File: src/rtl/mem_ctrl.sv
// Byte-serial memory controller: turns 1/2/4-byte fetch/load/store requests
// into 8-bit bus cycles and reassembles read results little-endian.
module mem_ctrl #(
  parameter int          ADDR_W = 32,
  parameter logic [1:0]  IO_HI  = 2'b11
) (
  input  logic              clk,
  input  logic              rst,
  input  logic              rdy,
  input  logic              clear,
  input  logic              inst_valid,
  input  logic [ADDR_W-1:0] inst_addr,
  output logic              inst_ready,
  output logic [31:0]       inst_res,
  input  logic              data_valid,
  input  logic              data_wr,
  input  logic [2:0]        data_type,
  input  logic [ADDR_W-1:0] data_addr,
  input  logic [31:0]       data_value,
  output logic              data_ready,
  output logic [31:0]       data_res,
  input  logic [7:0]        mem_din,
  output logic [7:0]        mem_dout,
  output logic [ADDR_W-1:0] mem_a,
  output logic              mem_wr,
  input  logic              io_buffer_full
);

  typedef enum logic [1:0] {IDLE, RD, WR} state_e;

  state_e            state_q, state_d;
  logic [2:0]        cnt_q, cnt_d;
  logic [2:0]        n_q, n_d;
  logic              is_inst_q, is_inst_d;
  logic [ADDR_W-1:0] addr_q, addr_d;
  logic [31:0]       val_q, val_d;
  logic [31:0]       res_q, res_d;
  logic [ADDR_W-1:0] mem_a_q, mem_a_d;
  logic [7:0]        mem_dout_q, mem_dout_d;
  logic              mem_wr_q, mem_wr_d;
  logic              inst_ready_q, inst_ready_d;
  logic              data_ready_q, data_ready_d;
  logic [31:0]       inst_res_q, inst_res_d;
  logic [31:0]       data_res_q, data_res_d;

  logic [ADDR_W-1:0] acc_addr;
  logic [31:0]       res_nxt;
  logic [2:0]        rd_idx;
  logic              io_blk;
  logic              unused_type_bit;

  assign unused_type_bit = data_type[2];

  always_comb begin
    state_d      = state_q;
    cnt_d        = cnt_q;
    n_d          = n_q;
    is_inst_d    = is_inst_q;
    addr_d       = addr_q;
    val_d        = val_q;
    res_d        = res_q;
    mem_a_d      = mem_a_q;
    mem_dout_d   = mem_dout_q;
    mem_wr_d     = mem_wr_q;
    inst_ready_d = 1'b0;
    data_ready_d = 1'b0;
    inst_res_d   = inst_res_q;
    data_res_d   = data_res_q;
    acc_addr     = data_valid ? data_addr : inst_addr;
    res_nxt      = res_q;
    rd_idx       = cnt_q - 3'd1;
    io_blk       = (addr_q[17:16] == IO_HI) && io_buffer_full;

    case (state_q)
      IDLE: begin
        if (!clear && !inst_ready_q && !data_ready_q && (data_valid || inst_valid)) begin
          is_inst_d = !data_valid;
          addr_d    = acc_addr;
          val_d     = data_value;
          res_d     = '0;
          cnt_d     = 3'd0;
          n_d       = (!data_valid || data_type[1]) ? 3'd4 : (data_type[0] ? 3'd2 : 3'd1);
          if (data_valid && data_wr) begin
            state_d = WR;
            if (!((acc_addr[17:16] == IO_HI) && io_buffer_full)) begin
              mem_a_d    = acc_addr;
              mem_dout_d = data_value[7:0];
              mem_wr_d   = 1'b1;
              cnt_d      = 3'd1;
            end
          end else begin
            state_d = RD;
            mem_a_d = acc_addr;
          end
        end
      end
      // cnt_q = k while bus address addr+k is out; byte k-1 arrives on mem_din now
      RD: begin
        if (clear) begin
          state_d = IDLE;
          cnt_d   = 3'd0;
          mem_a_d = '0;
        end else begin
          if (cnt_q != 3'd0) res_nxt[{rd_idx[1:0], 3'b000} +: 8] = mem_din;
          res_d = res_nxt;
          if (cnt_q == n_q) begin
            state_d = IDLE;
            cnt_d   = 3'd0;
            mem_a_d = '0;
            if (is_inst_q) begin
              inst_ready_d = 1'b1;
              inst_res_d   = res_nxt;
            end else begin
              data_ready_d = 1'b1;
              data_res_d   = res_nxt;
            end
          end else begin
            cnt_d   = cnt_q + 3'd1;
            mem_a_d = ((cnt_q + 3'd1) < n_q) ? addr_q + ADDR_W'(cnt_q + 3'd1) : '0;
          end
        end
      end
      // cnt_q = bytes already issued; stores are committed, so clear is ignored
      WR: begin
        if (cnt_q == n_q) begin
          state_d      = IDLE;
          cnt_d        = 3'd0;
          mem_a_d      = '0;
          mem_dout_d   = '0;
          mem_wr_d     = 1'b0;
          data_ready_d = 1'b1;
        end else if (io_blk) begin
          mem_wr_d = 1'b0;
        end else begin
          mem_a_d    = addr_q + ADDR_W'(cnt_q);
          mem_dout_d = val_q[{cnt_q[1:0], 3'b000} +: 8];
          mem_wr_d   = 1'b1;
          cnt_d      = cnt_q + 3'd1;
        end
      end
      default: state_d = IDLE;
    endcase
  end

  always_ff @(posedge clk or negedge rst) begin
    if (!rst) begin
      state_q      <= IDLE;
      cnt_q        <= '0;
      n_q          <= '0;
      is_inst_q    <= 1'b0;
      addr_q       <= '0;
      val_q        <= '0;
      res_q        <= '0;
      mem_a_q      <= '0;
      mem_dout_q   <= '0;
      mem_wr_q     <= 1'b0;
      inst_ready_q <= 1'b0;
      data_ready_q <= 1'b0;
      inst_res_q   <= '0;
      data_res_q   <= '0;
    end else if (rdy) begin
      state_q      <= state_d;
      cnt_q        <= cnt_d;
      n_q          <= n_d;
      is_inst_q    <= is_inst_d;
      addr_q       <= addr_d;
      val_q        <= val_d;
      res_q        <= res_d;
      mem_a_q      <= mem_a_d;
      mem_dout_q   <= mem_dout_d;
      mem_wr_q     <= mem_wr_d;
      inst_ready_q <= inst_ready_d;
      data_ready_q <= data_ready_d;
      inst_res_q   <= inst_res_d;
      data_res_q   <= data_res_d;
    end
  end

  // a frozen core must never see a write strobe, even mid-store
  assign mem_wr     = mem_wr_q & rdy;
  assign mem_a      = mem_a_q;
  assign mem_dout   = mem_dout_q;
  assign inst_ready = inst_ready_q;
  assign inst_res   = inst_res_q;
  assign data_ready = data_ready_q;
  assign data_res   = data_res_q;

endmodule

File: config.mk
export PLATFORM = sky130hd
export DESIGN_NAME = mem_ctrl
export DESIGN_NICKNAME = d
export VERILOG_FILES = /design/src/rtl/mem_ctrl.sv
export SDC_FILE = /design/constraint.sdc
export NUM_CORES = 1
export LEC_CHECK = 0
export CORE_AREA = 5 5 163 243
export CTS_CLUSTER_DIAMETER = 60
export DETAILED_ROUTE_END_ITERATION = 7
export DIE_AREA = 0 0 168 248
export DONT_BUFFER_PORTS = 1
export HOLD_SLACK_MARGIN = 0.12
export PLACE_DENSITY = 0.42
export SLEW_MARGIN = 10
export SYNTH_ARGS = -nofsm -noshare
export SYNTH_HDL_FRONTEND = slang
export SYNTH_SLANG_ARGS = --single-unit
export TNS_END_PERCENT = 30
File: constraint.sdc
create_clock -name clk -period 3 [get_ports clk]
set_input_delay 0.15 -clock clk [delete_from_list [all_inputs] [get_ports clk]]
set_output_delay 0.15 -clock clk [all_outputs]
set_load 0.02 [all_outputs]
==> impl_results.html <==
<table>
<tr><th>Metric</th><th>Value</th></tr>
<tr><th colspan="2">Critical path</th></tr>
<tr><td>Launching instance or port of the critical path</td><td>cnt_q[0]</td></tr>
<tr><td>Category of the worst setup path launch point</td><td>register</td></tr>
<tr><td>Worst Path Required</td><td>3.48 ns</td></tr>
<tr><td>Reg-to-Reg Start</td><td>cnt_q[0]</td></tr>
<tr><td>Crit Reg-Reg Endpoint</td><td>mem_a[14]</td></tr>
<tr><td>Worst-case register-to-register setup slack</td><td>approximately 0.15 ns</td></tr>
<tr><td>Data arrival time of the critical path</td><td>around 3.3 ns</td></tr>
<tr><td>Type of destination of the critical path</td><td>register</td></tr>
<tr><td>Worst Setup EP</td><td>mem_a[14]</td></tr>
<tr><td>Classification of the worst setup path</td><td>reg -&gt; reg</td></tr>
<tr><td>Biggest fanout along the worst timing path</td><td>12</td></tr>
<tr><td>Path depth of the worst reg2reg path</td><td>9</td></tr>
<tr><th colspan="2">STA</th></tr>
<tr><td>Worst Tran Pin Value</td><td>approximately 0.7 ns</td></tr>
<tr><td>Achievable frequency</td><td>around 0.35 GHz</td></tr>
<tr><td>Post-route worst hold slack</td><td>-0.6765 ns</td></tr>
<tr><td>Final Critical Period</td><td>about 2.8 ns</td></tr>
<tr><td>Worst relative slew slack</td><td>0.5329</td></tr>
<tr><td>Clock tree skew after final layout</td><td>just under 0.01 ns</td></tr>
<tr><td>Endpoints failing hold</td><td>about 210</td></tr>
<tr><td>Max Slew Vio Count</td><td>0</td></tr>
<tr><td>Portion of the clock cycle consumed by the worst path in the final layout</td><td>0.9484</td></tr>
<tr><td>Final-layout setup total negative slack</td><td>0 ns</td></tr>
<tr><td>Setup repair after global routing missed its margin</td><td>false</td></tr>
<tr><td>Final Setup Violations</td><td>0</td></tr>
<tr><th colspan="2">Flow run</th></tr>
<tr><td>Count of max-cap constraint violations</td><td>0</td></tr>
<tr><th colspan="2">Layout</th></tr>
<tr><td>Number of inserted filler cells in the final layout</td><td>around 3800</td></tr>
<tr><td>Syn-to-layout area delta</td><td>23.96%</td></tr>
<tr><td>Net total in the final layout</td><td>between 1000 and 1500</td></tr>
<tr><td>N_diodes</td><td>0</td></tr>
<tr><td>Commonest non-fill, non-tap cells in the layout</td><td>275 x nand2_1, 212 x dfrtp_1, 132 x o21ai_0</td></tr>
<tr><td>Most common library cell in the layout ignoring fill and taps</td><td>nand2_1</td></tr>
<tr><td>Fraction of final layout cells with drive strength greater than 1</td><td>0.08452</td></tr>
<tr><td>Total area of sequential cells</td><td>roughly 0.0053 sq mm</td></tr>
<tr><td>Area of all placed cells without fillers</td><td>0.01362 sq mm</td></tr>
<tr><td>Combined area of the multi-input logic cells</td><td>approximately 0.0052 sq mm</td></tr>
<tr><th colspan="2">Drt</th></tr>
<tr><td>Average wire per standard cell</td><td>20.07 um</td></tr>
<tr><td>Routed via count</td><td>just over 9000</td></tr>
<tr><td>DRT Pass-1 Iters</td><td>5</td></tr>
<tr><td>Initial drt markers</td><td>roughly 540</td></tr>
<tr><td>Antenna violation net count after detailed routing</td><td>0</td></tr>
<tr><td>Final routed DRC violation total</td><td>0</td></tr>
<tr><td>Total detailed-routing wirelength</td><td>36.64 mm</td></tr>
<tr><td>Detail-routed via count per cell</td><td>approximately 5.1</td></tr>
<tr><th colspan="2">Clock tree</th></tr>
<tr><td>Root buffer selected by CTS</td><td>clkbuf_16</td></tr>
<tr><td>Clock edge transition at the registers on the reported setup and hold paths</td><td>around 0.060 ns</td></tr>
<tr><td>TritonCTS clock tree</td><td>yes</td></tr>
<tr><td>Maximum level of the CTS H-tree</td><td>1</td></tr>
<tr><td>TritonCTS Sinks</td><td>212</td></tr>
<tr><td>Clock insertion delay at the later pin of the skew report</td><td>between 0.5 and 0.6 ns</td></tr>
<tr><td>Hold buffer count at CTS</td><td>~110</td></tr>
<tr><td>Max Buffers Root-to-Sink</td><td>3</td></tr>
<tr><td>Post-cts resize count</td><td>0</td></tr>
<tr><td>CTS buffer count</td><td>27</td></tr>
<tr><th colspan="2">Yosys</th></tr>
<tr><td>Post-synthesis net count</td><td>approximately 1400</td></tr>
<tr><td>Asr flop ratio synth</td><td>1.000</td></tr>
<tr><td>Count of distinct cell types in the synthesized netlist</td><td>70</td></tr>
<tr><td>Post-Synthesis Cell Area</td><td>between 0.01 and 0.015 sq mm</td></tr>
<tr><td>Share of synthesized area occupied by flip-flops and latches</td><td>0.4828</td></tr>
<tr><td>Yosys reg bits</td><td>between 200 and 250</td></tr>
<tr><td>Post-synthesis instance total</td><td>1228</td></tr>
<tr><td>EDFF count, synth</td><td>0</td></tr>
<tr><td>Synth Warn #</td><td>0</td></tr>
<tr><td>Mean instance size in the synthesized netlist</td><td>8.948 sq um</td></tr>
<tr><td>Dominant register cell in the synthesized netlist</td><td>dfrtp_1</td></tr>
<tr><th colspan="2">Floorplanning</th></tr>
<tr><td>Area enclosed by the die boundary</td><td>0.04166 sq mm</td></tr>
<tr><td>Core area</td><td>around 0.037 sq mm</td></tr>
<tr><td>Initial Utilization</td><td>0.2943</td></tr>
<tr><td>Die extent in x</td><td>168 um</td></tr>
<tr><td>Number of rows in the core area</td><td>87</td></tr>
<tr><td>Chip height</td><td>about 250 um</td></tr>
<tr><td>Io pins</td><td>about 220</td></tr>
<tr><th colspan="2">Global route</th></tr>
<tr><td>Maximum number of pins on one net before global-route repair</td><td>about 210</td></tr>
<tr><td>Wire length of the first global-routing pass</td><td>~57 mm</td></tr>
<tr><td>Antenna violations before repair</td><td>0</td></tr>
<tr><td>Via count of the first global-routing pass</td><td>9531</td></tr>
<tr><td>Combined global-route utilization of all metal layers</td><td>0.1717</td></tr>
<tr><td>Aggregate global routing overflow</td><td>0</td></tr>
<tr><th colspan="2">Status</th></tr>
<tr><td>Result of the run</td><td>finished, violations left</td></tr>
<tr><td>Failing checks</td><td>negative hold slack</td></tr>
<tr><th colspan="2">Worst hold path</th></tr>
<tr><td>HP Class</td><td>in -&gt; async</td></tr>
<tr><th colspan="2">Place</th></tr>
<tr><td>Routability congestion estimate</td><td>about 0.84</td></tr>
<tr><td>Detailed placer's ending HPWL</td><td>between 20 and 30 mm</td></tr>
<tr><td>Buffers added on ports</td><td>0</td></tr>
<tr><td>Area after DPL</td><td>approximately 0.012 sq mm</td></tr>
<tr><th colspan="2">Pwr</th></tr>
<tr><td>Leakage Power</td><td>around 5.8 nW</td></tr>
<tr><td>IR drop worst, VDD</td><td>roughly 0.4 mV</td></tr>
<tr><td>Power density of the placed cells</td><td>979.0 mW/mm^2</td></tr>
</table>
-- timing repair --
item,CTS,global route
hold endpoints to repair,389,212
buffers inserted,0,2
endpoints found under the setup margin,0,1
-- Yosys cell counts, types with 8 or more instances --
master / number / area, sq um
a21oi_1: 79 / 395.4
a22o_1: 20 / 175.2
a22oi_1: 9 / 67.56
a31oi_1: 12 / 75.07
a32oi_1: 8 / 70.07
and3_1: 13 / 81.33
buf_2: 21 / 105.1
clkbuf_1: 57 / 214.0
dfrtp_1: 212 / 5305
ha_1: 17 / 212.7
inv_1: 23 / 86.33
mux2i_1: 31 / 310.3
mux4_2: 8 / 180.2
nand2_1: 275 / 1032
nand2b_1: 29 / 181.4
nand3_1: 24 / 120.1
nand4_1: 11 / 68.82
nor2_1: 60 / 225.2
nor2b_1: 8 / 50.05
nor3_1: 30 / 150.1
o211ai_1: 9 / 67.56
o21ai_0: 132 / 660.6
o21ai_1: 23 / 115.1
-- power breakdown --
| group | switching [W] | leakage (nW) | internal, W |
|---|---|---|---|
| clock | 0.00136 | 0.459 | 0.00208 |
| sequential | 0.00162 | 2.73 | 0.00386 |
| combinational | 0.00262 | 2.65 | 0.00179 |
| total | 0.00560 | 5.84 | 0.00773 |
-- worst min path at each step --
stage               from          end  depth (start not counted)
floorplan            rst    addr_q[0]                          0
global placement     rst    val_q[28]                          0
detailed placement   rst    val_q[28]                          0
CTS                  rst     val_q[1]                          0
global route         rst    val_q[28]                          0
finish               rst  mem_dout[6]                          0
-- cells by family (layout without fill, tap and decap cells) --
group,Yosys count,count (layout),share of synthesized area
simple gates,489,489,0.2017
compound gates,347,347,0.1937
flops,212,212,0.4828
buf+inv,110,219,0.04236
mux,46,46,0.05181
fa+ha+maj,19,19,0.02300
xor+xnor,5,5,0.004670
-- area by class of cell --
type | count | share of cell area
clock inverter | 14 | 0.01516
sequential | 212 | 0.3895
multi-input combinational | 906 | 0.3843
tap | 489 | 0.04492
clock buffer | 32 | 0.05319
inverter | 23 | 0.006338
timing repair buffer | 150 | 0.1066
-- metrics by stage --
stage / hold WS, ns / total power [W] / cells / setup slack (ns) / utilization
2_1_floorplan: -0.1456 / 0.008387 / 1228 / 0.02255 / -
3_3_place_gp: -0.1310 / 0.009767 / 1665 / 0.2379 / 0.3087
3_5_place_dp: -0.1282 / 0.009823 / 1665 / 0.2270 / 0.3087
4_1_cts: -0.7096 / 0.01353 / 1824 / 0.2108 / 0.3644
5_1_grt: -0.7043 / 0.01427 / 1826 / 0.03815 / 0.3648
6_report: -0.6765 / 0.01333 / 1826 / 0.1548 / 0.3648
-- registers in the layout (all words and copies together) (netlist names) --
name	cells
addr_q	32
cnt_q	3
data_ready	1
data_res	32
inst_ready	1
inst_res	32
is_inst_q	1
mem_a	32
mem_dout	8
mem_wr_q	1
n_q	3
res_q	32
state_q	2
val_q	32
-- worst max-delay path, cell delays in order, from the launching register on --
cell and delay [ns]:
dfrtp_1 0.37, buf_4 0.18, ha_1 0.23, fa_1 0.42
a21oi_1 0.28, nand2b_1 0.25, a32oi_1 0.10, o221a_2 0.30
nor4_1 0.48, a211o_1 0.17
-- metal layers --
layer | GRT usage | part of all wire | wire length [um] | vias to the layer above
met4 | 0.04944 | 0.025 | 933 | 0
li1 | - | - | - | 4507
met1 | 0.2012 | 0.39 | 14290 | 4549
met3 | 0.03362 | 0.055 | 2009 | 60
met2 | 0.3174 | 0.53 | 19410 | 224
met5 | 0 | 0 | 0 | -
No activity file was read; power rests on OpenSTA's default activity.
